### src/rtl/wb_axi4lite_bridge.sv
// Wishbone classic slave port to AXI4-Lite master, one outstanding transaction,
// with response decoding and a saturating response timeout.
module wb_axi4lite_bridge #(
   parameter int unsigned DBW        = 32,
   parameter int unsigned ABW        = 32,
   parameter int unsigned TMO_CYCLES = 255,
   parameter logic [3:0]  CACHE      = 4'b0011,
   parameter logic [2:0]  PROT       = 3'b000
) (
   input  logic             clk_i,
   input  logic             rst_i,
   input  logic             wbm_cyc,
   input  logic             wbm_stb,
   input  logic             wbm_we,
   input  logic [DBW/8-1:0] wbm_sel,
   input  logic [ABW-1:0]   wbm_adr,
   input  logic [DBW-1:0]   wbm_dat_o,
   output logic [DBW-1:0]   wbm_dat_i,
   output logic             wbm_ack,
   output logic             wbm_err,
   output logic             busy,
   output logic [ABW-1:0]   araddr,
   output logic [3:0]       arcache,
   output logic [2:0]       arprot,
   output logic             arvalid,
   input  logic             arready,
   input  logic [DBW-1:0]   rdata,
   input  logic [1:0]       rresp,
   input  logic             rvalid,
   output logic             rready,
   output logic [ABW-1:0]   awaddr,
   output logic [3:0]       awcache,
   output logic [2:0]       awprot,
   output logic             awvalid,
   input  logic             awready,
   output logic [DBW-1:0]   wdata,
   output logic [DBW/8-1:0] wstrb,
   output logic             wvalid,
   input  logic             wready,
   input  logic [1:0]       bresp,
   input  logic             bvalid,
   output logic             bready
);

   localparam int unsigned SW = DBW / 8;
   localparam int unsigned TW = (TMO_CYCLES < 2) ? 1 : $clog2(TMO_CYCLES + 1);

   localparam logic [2:0] S_IDLE      = 3'd0;
   localparam logic [2:0] S_RD_A      = 3'd1;
   localparam logic [2:0] S_RD_D      = 3'd2;
   localparam logic [2:0] S_WR        = 3'd3;
   localparam logic [2:0] S_WR_B      = 3'd4;
   localparam logic [2:0] S_DRAIN     = 3'd5;
   localparam logic [2:0] S_ACK       = 3'd6;
   localparam logic [2:0] S_WAIT_NSTB = 3'd7;

   logic [2:0]     state, state_n;
   logic [ABW-1:0] adr_q, adr_n;
   logic [SW-1:0]  sel_q, sel_n;
   logic [DBW-1:0] dat_q, wdat_n;
   logic [DBW-1:0] rdat_n;
   logic           we_q, we_n;
   logic           abort_q, abort_n;
   logic [TW-1:0]  cnt, cnt_n, cnt_inc;
   logic           tmo_hit, drop;
   logic           arvalid_n, awvalid_n, wvalid_n, rready_n, bready_n;
   logic           ack_n, err_n, busy_n;

   assign araddr  = adr_q;
   assign awaddr  = adr_q;
   assign wdata   = dat_q;
   assign wstrb   = sel_q;
   assign arcache = CACHE;
   assign awcache = CACHE;
   assign arprot  = PROT;
   assign awprot  = PROT;

   // Saturating timeout count; the hit is taken on the value being written so
   // err appears together with the counter reaching TMO_CYCLES.
   assign cnt_inc = (cnt == {TW{1'b1}}) ? cnt : cnt + TW'(1);
   assign tmo_hit = (TMO_CYCLES != 0) && (cnt_inc == TW'(TMO_CYCLES));
   assign drop    = abort_q | ~wbm_cyc;

   always_comb begin
      state_n   = state;
      adr_n     = adr_q;
      sel_n     = sel_q;
      wdat_n    = dat_q;
      rdat_n    = wbm_dat_i;
      we_n      = we_q;
      abort_n   = abort_q;
      cnt_n     = cnt;
      arvalid_n = arvalid;
      awvalid_n = awvalid;
      wvalid_n  = wvalid;
      rready_n  = rready;
      bready_n  = bready;
      ack_n     = 1'b0;
      err_n     = 1'b0;

      case (state)
         S_IDLE: begin
            if (wbm_cyc && wbm_stb) begin
               adr_n   = wbm_adr;
               sel_n   = wbm_sel;
               wdat_n  = wbm_dat_o;
               we_n    = wbm_we;
               abort_n = 1'b0;
               cnt_n   = '0;
               if (wbm_we) begin
                  awvalid_n = 1'b1;
                  wvalid_n  = 1'b1;
                  state_n   = S_WR;
               end else begin
                  arvalid_n = 1'b1;
                  state_n   = S_RD_A;
               end
            end
         end
         S_RD_A: begin
            cnt_n = cnt_inc;
            if (!wbm_cyc) abort_n = 1'b1;
            if (arready) begin
               arvalid_n = 1'b0;
               rready_n  = 1'b1;
               state_n   = S_RD_D;
            end
            if (tmo_hit) begin
               state_n = S_DRAIN;
               err_n   = ~drop;
            end
         end
         S_RD_D: begin
            cnt_n = cnt_inc;
            if (!wbm_cyc) abort_n = 1'b1;
            if (rvalid) begin
               rready_n = 1'b0;
               rdat_n   = rdata;
               if (drop) begin
                  state_n = S_IDLE;
               end else begin
                  state_n = S_ACK;
                  ack_n   = (rresp == 2'b00);
                  err_n   = (rresp != 2'b00);
               end
            end else if (tmo_hit) begin
               state_n = S_DRAIN;
               err_n   = ~drop;
            end
         end
         S_WR: begin
            cnt_n = cnt_inc;
            if (!wbm_cyc) abort_n = 1'b1;
            awvalid_n = awvalid & ~awready;
            wvalid_n  = wvalid & ~wready;
            if (!awvalid_n && !wvalid_n) begin
               bready_n = 1'b1;
               state_n  = S_WR_B;
            end
            if (tmo_hit) begin
               state_n = S_DRAIN;
               err_n   = ~drop;
            end
         end
         S_WR_B: begin
            cnt_n = cnt_inc;
            if (!wbm_cyc) abort_n = 1'b1;
            if (bvalid) begin
               bready_n = 1'b0;
               if (drop) begin
                  state_n = S_IDLE;
               end else begin
                  state_n = S_ACK;
                  ack_n   = (bresp == 2'b00);
                  err_n   = (bresp != 2'b00);
               end
            end else if (tmo_hit) begin
               state_n = S_DRAIN;
               err_n   = ~drop;
            end
         end
         S_DRAIN: begin
            // Finish whatever phases are outstanding and discard the response.
            if (we_q) begin
               awvalid_n = awvalid & ~awready;
               wvalid_n  = wvalid & ~wready;
               if (bready) begin
                  if (bvalid) begin
                     bready_n = 1'b0;
                     state_n  = S_WAIT_NSTB;
                  end
               end else if (!awvalid_n && !wvalid_n) begin
                  bready_n = 1'b1;
               end
            end else begin
               if (arvalid && arready) begin
                  arvalid_n = 1'b0;
                  rready_n  = 1'b1;
               end
               if (rready && rvalid) begin
                  rready_n = 1'b0;
                  state_n  = S_WAIT_NSTB;
               end
            end
         end
         S_ACK: state_n = S_WAIT_NSTB;
         S_WAIT_NSTB: begin
            if (!wbm_stb || !wbm_cyc) state_n = S_IDLE;
         end
         default: state_n = S_IDLE;
      endcase

      busy_n = (state_n != S_IDLE);
   end

   always_ff @(posedge clk_i or posedge rst_i) begin
      if (rst_i) begin
         state     <= S_IDLE;
         adr_q     <= '0;
         sel_q     <= '0;
         dat_q     <= '0;
         we_q      <= 1'b0;
         abort_q   <= 1'b0;
         cnt       <= '0;
         wbm_dat_i <= '0;
         wbm_ack   <= 1'b0;
         wbm_err   <= 1'b0;
         busy      <= 1'b0;
         arvalid   <= 1'b0;
         awvalid   <= 1'b0;
         wvalid    <= 1'b0;
         rready    <= 1'b0;
         bready    <= 1'b0;
      end else begin
         state     <= state_n;
         adr_q     <= adr_n;
         sel_q     <= sel_n;
         dat_q     <= wdat_n;
         we_q      <= we_n;
         abort_q   <= abort_n;
         cnt       <= cnt_n;
         wbm_dat_i <= rdat_n;
         wbm_ack   <= ack_n;
         wbm_err   <= err_n;
         busy      <= busy_n;
         arvalid   <= arvalid_n;
         awvalid   <= awvalid_n;
         wvalid    <= wvalid_n;
         rready    <= rready_n;
         bready    <= bready_n;
      end
   end

endmodule

### config.mk
export PLATFORM = sky130hd
export DESIGN_NAME = wb_axi4lite_bridge
export DESIGN_NICKNAME = d
export VERILOG_FILES = /design/src/rtl/wb_axi4lite_bridge.sv
export SDC_FILE = /design/constraint.sdc
export NUM_CORES = 1
export LEC_CHECK = 0
export CAP_MARGIN = 20
export CORE_ASPECT_RATIO = 1.25
export CORE_UTILIZATION = 44
export DETAILED_ROUTE_END_ITERATION = 8
export HOLD_SLACK_MARGIN = 0.12
export PLACE_DENSITY_LB_ADDON = 0.25
export SYNTH_ARGS = -nofsm -noshare
export SYNTH_HDL_FRONTEND = slang
export SYNTH_SLANG_ARGS = --single-unit
export TNS_END_PERCENT = 100
### constraint.sdc
create_clock -name clk_i -period 14.1 [get_ports clk_i]
set_clock_uncertainty 0.2 [all_clocks]
set_input_delay 4.23 -clock clk_i [delete_from_list [all_inputs] [get_ports clk_i]]
set_output_delay 4.23 -clock clk_i [all_outputs]
set_load 0.05 [all_outputs]
# Word-level counts from Yosys, hierarchy flattened
# Cells that the tools add are included.
[classes] n_addsub=1 n_eq_ne=21 n_bitwise=7 reduce_logical=30 muxes=58
[ops] cell="3-bit 2-to-1 mux" n=14
[ops] cell="1-bit 2-to-1 mux" n=31
[ops] cell="3-bit one-hot mux with 8 select lines" n=1
[ops] cell="2-bit inequality test (second input constant)" n=11
[ops] cell="1-bit one-hot mux with 3 select lines" n=6
[ops] cell="8-bit == test (second input constant)" n=2
[ops] cell="8-bit 2-to-1 mux" n=2
[ops] cell="8-bit one-hot mux with 2 select lines" n=1
[ops] cell="3-bit nonzero test" n=5
[ops] cell="3-bit == test (second input constant)" n=4
[ops] cell="8-bit by 1-bit adder with 8-bit output (second input constant)" n=1
[ops] cell="4-bit AND reduction" n=2
[ops] cell="3-bit by 2-bit == test with 1-bit output (second input constant)" n=2
[ops] cell="2-bit AND reduction" n=3
[ops] cell="6-bit AND reduction" n=1
[ops] cell="2-bit nonzero test" n=3
[ops] cell="5-bit AND reduction" n=1
[ops] cell="1-bit logical AND" n=4
[ops] cell="1-bit logical NOT" n=4
[ops] cell="2-bit logical NOT" n=2
[ops] cell="1-bit NOT" n=4
[ops] cell="1-bit one-hot mux with 2 select lines" n=2
[ops] cell="4-bit OR reduction" n=1
[ops] cell="3-bit by 1-bit == test with 1-bit output (second input constant)" n=1
[ops] cell="other kinds (8)" n=9
[totals] out_inout_bits=154 regBits=121 elab_cells=133 inputBits=114

# Longest topological paths before layout
# Gate-level depths: netlist (run 1).
[depth] word_depth=8 ltp_mapped=8 mapped_depth_nobuf=7

# Least setup slack after synthesis (run 1)
# No wires, ideal clock.
[synth_path] path_type="input to register" start="input port wbm_stb" end="register adr_q[0], in the netlist araddr[0]" n_path_buf=1 required_ps=13775 arrival_ps=5288 setup_time_ps=125 path_slack_ps=8487 cell_stages=4 cell_sequence="nand2_1 > nor4_4 > buf_6 > mux2_2"
[synth_via] elab_chain_len=2
[synth_lines] item="from (decl)" line_no="13" rtl="input logic wbm_stb,"
[synth_lines] item="1-bit logical AND" line_no="103" rtl="if (wbm_cyc && wbm_stb) begin"
[synth_lines] item="2-bit AND reduction (no source line)"
[synth_lines] item="to (signal assigned)" line_no="236" rtl="adr_q <= adr_n;"
[synth_lines] item="to (decl)" line_no="58" rtl="logic [ABW-1:0] adr_q, adr_n;"
# Every way passes these cells.
# A chain may end at the register's enable or synchronous reset.

# Final worst setup path (run 1)
[layout_path] start="input port rvalid" end="register wbm_dat_i[18]"
[layout_via] elab_chain_len=1
[layout_lines] item="from (decl)" line_no="29" rtl="input logic rvalid,"
[layout_lines] item="2-bit AND reduction (no source line)"
[layout_lines] item="to (signal assigned)" line_no="242" rtl="wbm_dat_i <= rdat_n;"
[layout_lines] item="to (decl)" line_no="18" rtl="output logic [DBW-1:0] wbm_dat_i,"
# Every way passes these cells.

==> qor.yml, run 1 <==
drt:
  drcViolationCount: 0
  routed_wl_mm: 14.23
  wl_per_cell_um: 16.92
  num_vias: 4242
  drt-initial-drc-count: 151
  top_layer_used: "met4"
  drt_pass1_iterations: 4
  wl_met2_mm: 7.631
  wl_met1_mm: 4.922
  dr_wl_met3_mm: 1.355
  detail-route-antenna-nets: 0
  routed_via_density: 5.044
logic_synthesis:
  syn-cell-area_um2: 5535
  synth.avg_cell_area_um2: 12.52
  yosys_most_used_dff: "dfrtp_1"
  synth.distinct_cells: 49
  ys_seq_elements: 121
  ys.warnings.count: 0
  synth_cells: 442
  async_flop_share: 1.000
  synth-seq-area-share: 0.5470
  synth_edf_count: 0
flow_run:
  maxCapViolCount: 0
outcome:
  status: "finished, final reports clean"
clock_network:
  clkLatencyLatePin_ps: 400
  cts_root_buf: "clkbuf_16"
  clkTransAtPathRegs_ps: 60
  cts_buffers: 17
  h-tree-depth: 4
  cts_resized: 0
  cts_tree: "done"
  cts.sinks: 121
  holdBufCountCts: 0
  postCtsSetupBuffers: 0
  clockBufferDepth: 2
placement:
  hpwl_mm: 10.43
  placement.io_buffers: 253
  gp_congestion: 0.8874
  placed_cell_area_um2: 7848
  dp.cells: 809
final_layout:
  layout_commonest_cell: "clkdlybuf4s50_1"
  n_antenna_cell: 0
  final_cell_area_um2: 8491
  regArea_um2: 3028
  syn2layout_area_growth_pct: 53.39
  n_fill_cell: 888
  fin_nets: 779
  final_cells: 841
  multiInputGateArea_um2: 2023
  drive_above_1_share: 0.2053
  layout_common_cells: "253 x clkdlybuf4s50_1, 121 x dfrtp_1, 93 x mux2_2, 30 x a21oi_1, 22 x nand2_1"
setup_path:
  cp-start-kind: "primary input"
  crit_chain: "clkdlybuf4s50_1, nand2b_1, nor2_4, mux2_2"
  worst_ep_required_time_ps: 14180
  rrSetupSlack_ps: 11290
  cpPeakStageDelay_ps: 790
  cp_slowest_cell: "nor2_4"
  timing.rr.end: "cnt[3]"
  end_kind: "flip-flop"
  r2r_cells: 5
  cp_max_fo: 34
  path_class: "in2reg"
  reg2reg_from: "state[0]"
  cp.arrival_ps: 6190
timing:
  fin_crit_sh: 0.4329
  setup_violations: 0
  rsz0062_at_grt: "no"
  period_minus_slack_ps: 6103
  slew_headroom: 0.3092
  fmax_mhz: 163.8
  hold_viol: 0
  final_max_slew_viol_count: 0
  worstMarginPinSlew_ps: 1029
  setup_tns_ps: 0
global_routing:
  antenna_found_initial: 0
  grt_pass1_wl_mm: 22.31
  grt_max_degree: 62
  grt_pass1_vias: 4551
  grt_overflow_total: 0
  grtUsageTotal: 0.2283
floorplanning:
  die_w_um: 102.3
  rows: 45
  ios: 268
  dieArea_um2: 13040
  initial_utilization: 0.4530
  core_area_um2: 12220
  fp.dieH_um: 127.4
worst_hold_path:
  hp-start: "wdata[5]"
  hold_end: "wdata[5]"
  hold_depth: 1
  hold_path.class: "reg2reg"
worst max-delay path by stage:
stage,startpoint,to,slack (ps)
6_report,rvalid,wbm_dat_i[18],8000
5_1_grt,rvalid,wbm_dat_i[10],7870
4_1_cts,rvalid,wbm_dat_i[18],7970
3_5_place_dp,rvalid,wbm_dat_i[10],7530
3_3_place_gp,rvalid,wbm_dat_i[11],7580
2_1_floorplan,rst_i,abort_q,6460
metrics by stage:
stage               hold slack (ps)  utilization  setup slack (ps)
floorplan                     254.0            -              6456
global placement              270.9       0.6423              7584
detailed placement            294.8       0.6423              7530
CTS                           307.7       0.6949              7967
global route                  315.9       0.6949              7875
finish                        304.2       0.6949              7997
cell type report:
class | count | share of cell area
Clock inverter | 13 | 0.02240
Multi-Input combinational cell | 259 | 0.2383
Inverter | 9 | 0.004274
Clock buffer | 19 | 0.05335
Tap cell | 164 | 0.02417
Sequential cell | 121 | 0.3566
Timing Repair Buffer | 256 | 0.3009
critical path: cells and delay by family:
family / cells / cell delay (ps)
mux: 1 / 420
buf+inv: 1 / 580
simple gates: 2 / 950
cells in the mapped netlist, drive strengths merged (2+ instances only):
library cell | number | area (um^2)
dfrtp | 121 | 3028
mux2 | 101 | 1137
buf | 63 | 493.0
a21oi | 31 | 158.9
nand2 | 22 | 82.58
nor2 | 17 | 66.32
o21ai | 15 | 78.83
nand3 | 10 | 60.06
inv | 9 | 33.78
nand2b | 8 | 50.05
o31ai | 4 | 35.03
and3 | 3 | 20.02
nor4 | 3 | 33.78
a31oi | 2 | 12.51
a41oi | 2 | 17.52
clkbuf | 2 | 7.510
conb | 2 | 7.510
nand4 | 2 | 12.51
nor3b | 2 | 15.01
o211ai | 2 | 15.01
o221ai | 2 | 17.52
or2 | 2 | 12.51
logic make-up (layout without fill, tap and decap cells):
group           Yosys count  after routing  share of synthesized area
compound gates           69             69                    0.07663
buf+inv                  74            297                    0.09652
other cells               2             14                   0.001357
fa+ha+maj                 1              1                   0.002260
mux                     102            102                     0.2073
flops                   121            121                     0.5470
simple gates             72             72                    0.06736
xor+xnor                  1              1                   0.001583
metal layers:
metal,track usage,vias to the layer above
met1,0.2287,2058
li1,-,1936
met4,0.1000,0
met2,0.4082,225
met3,0.09300,23
met5,0,-
state kept, by name (all words and copies together), names as in the netlist, 3 cells and up:
register / count
araddr: 32
wbm_dat_i: 32
wdata: 32
cnt: 8
wstrb: 4
state: 3
Power of run 1 is left out: the tool's default activity adds up to more than one toggle a clock period on the data nets, which glitch-free logic cannot reach.
==> inputs of run 2 (changes only) <==
--- a/config.mk
+++ b/config.mk
@@ -7,7 +7,7 @@
 export LEC_CHECK = 0
 export CAP_MARGIN = 20
 export CORE_ASPECT_RATIO = 1.25
-export CORE_UTILIZATION = 44
+export CORE_UTILIZATION = 37
 export DETAILED_ROUTE_END_ITERATION = 8
 export HOLD_SLACK_MARGIN = 0.12
 export PLACE_DENSITY_LB_ADDON = 0.25
==> constraint.sdc (replaced) <==
create_clock -name clk_i -period 5.5 [get_ports clk_i]
set_clock_uncertainty 0.2 [all_clocks]
set_input_delay 1.65 -clock clk_i [delete_from_list [all_inputs] [get_ports clk_i]]
set_output_delay 1.65 -clock clk_i [all_outputs]
set_load 0.05 [all_outputs]
==> run 2 against run 1 <==
Effect of this change:
- design area shrank 0.57%
- the run now ends with DRC left
- wire length rose by 0.86%
- critical endpoint is now araddr[28]
- sequential share of layout area increased by 0.21 points
==> qor.yml, run 2 (synthesized netlist as in run 1, its figures left out) <==
drt:
  drt_pass1_iterations: 7
  routed_wl_mm: 14.35
  wl_per_cell_um: 16.74
  drt-initial-drc-count: 264
  routed_via_density: 4.958
  num_vias: 4249
  detail-route-antenna-nets: 0
  drcViolationCount: 32
global_routing:
  grt_pass1_wl_mm: 23.06
  grt_use_met3: 0.06774
  grt_overflow_total: 0
  grt_busiest_layer: "met2"
  grt_pass1_vias: 4448
  antenna_found_initial: 0
  grt_max_degree: 70
  grtUsageMet1: 0.2027
  grtUsageTotal: 0.1918
  grt_use_met2: 0.3428
placement:
  placed_cell_area_um2: 7873
  dp.cells: 824
  hpwl_mm: 10.52
  gp_congestion: 0.8664
  placement.io_buffers: 253
final_layout:
  drive_above_1_share: 0.2032
  final_cell_area_um2: 8442
  n_antenna_cell: 0
  fin_nets: 781
  utilization: 0.5810
  layout_commonest_cell: "clkdlybuf4s50_1"
  final_cells: 857
  layout_common_cells: "253 x clkdlybuf4s50_1, 121 x dfrtp_1, 93 x mux2_2, 30 x a21oi_1, 22 x nand2_1"
  n_fill_cell: 1211
  multiInputGateArea_um2: 2023
  syn2layout_area_growth_pct: 52.51
  regArea_um2: 3028
timing:
  setup_violations: 0
  final_max_slew_viol_count: 0
  hold_viol: 0
  period_minus_slack_ps: 3491
  fin_crit_sh: 0.6347
  rsz0062_at_grt: "no"
  fmax_mhz: 286.5
  worstMarginPinSlew_ps: 988.7
  slew_headroom: 0.3361
  setup_tns_ps: 0
clock_network:
  clockBufferDepth: 2
  cts_root_buf: "clkbuf_16"
  cts.sinks: 121
  holdBufCountCts: 0
  cts_resized: 0
  clkTransAtPathRegs_ps: 50
  clkLatencyLatePin_ps: 400
  cts_tree: "done"
  cts_buffers: 17
  postCtsSetupBuffers: 0
  h-tree-depth: 4
floorplanning:
  die_w_um: 111.4
  fp.dieH_um: 138.8
  dieArea_um2: 15460
  initial_utilization: 0.3810
  rows: 49
  ios: 268
  core_area_um2: 14530
flow_run:
  maxCapViolCount: 0
setup_path:
  rrSetupSlack_ps: 2780
  cp-start-kind: "flip-flop"
  crit_family: "buffers and inverters"
  worst_ep_required_time_ps: 3650
  cp.arrival_ps: 1640
  cp_max_fo: 3
  critPathBufInv: 1
  crit_chain: "clkdlybuf4s50_1"
  cpPeakStageDelay_ps: 850
  cp_slowest_cell: "clkdlybuf4s50_1"
  path_class: "reg2out"
  end_kind: "output pin"
worst_hold_path:
  hold_path.class: "reg2reg"
outcome:
  violations: "DRC"
  status: "finished with violations"
[run 2: changes by cell type in the layout (fill, tap and decap cells not counted)]
cell	change
bufinv_16	-3
clkbuf_1	+3
clkinv_2	+2
clkinvlp_4	+2
inv_6	-2
buf_12	+1
buf_4	+1
clkbuf_8	-1
clkinv_4	-1
[run 2: layer usage]
metal	share of wire	wire length, um
met2	0.54	7685
met3	0.081	1161
met5	0	0
met4	0.024	350
met1	0.36	5152
[run 2: path summary, 6_finish.rpt]
kind                       depth (start not counted)          to        from
min in group asynchronous                          2   araddr[3]       rst_i
setup / recovery                                   1  araddr[28]  araddr[28]
max in group asynchronous                          3      cnt[5]       rst_i
setup reg to reg                                   5      cnt[3]    state[0]
hold / removal                                     2     abort_q     abort_q
hold reg to reg                                    2     abort_q     abort_q
[run 2: cell type report]
class / count / share of cell area
Multi-Input combinational cell: 259 / 0.2397
Timing Repair Buffer: 258 / 0.3059
Inverter: 9 / 0.004298
Clock buffer: 21 / 0.05336
Tap cell: 178 / 0.02638
Clock inverter: 11 / 0.01171
Sequential cell: 121 / 0.3587
[run 2: stage by stage]
step                setup WS [ps]  hold slack (ps)
finish                       2009            298.9
global route                 1917            321.8
CTS                          1940            298.1
detailed placement           1515            285.6
global placement             1565            274.3
floorplan                   435.8            254.0
Power of run 2 is left out for the same reason.
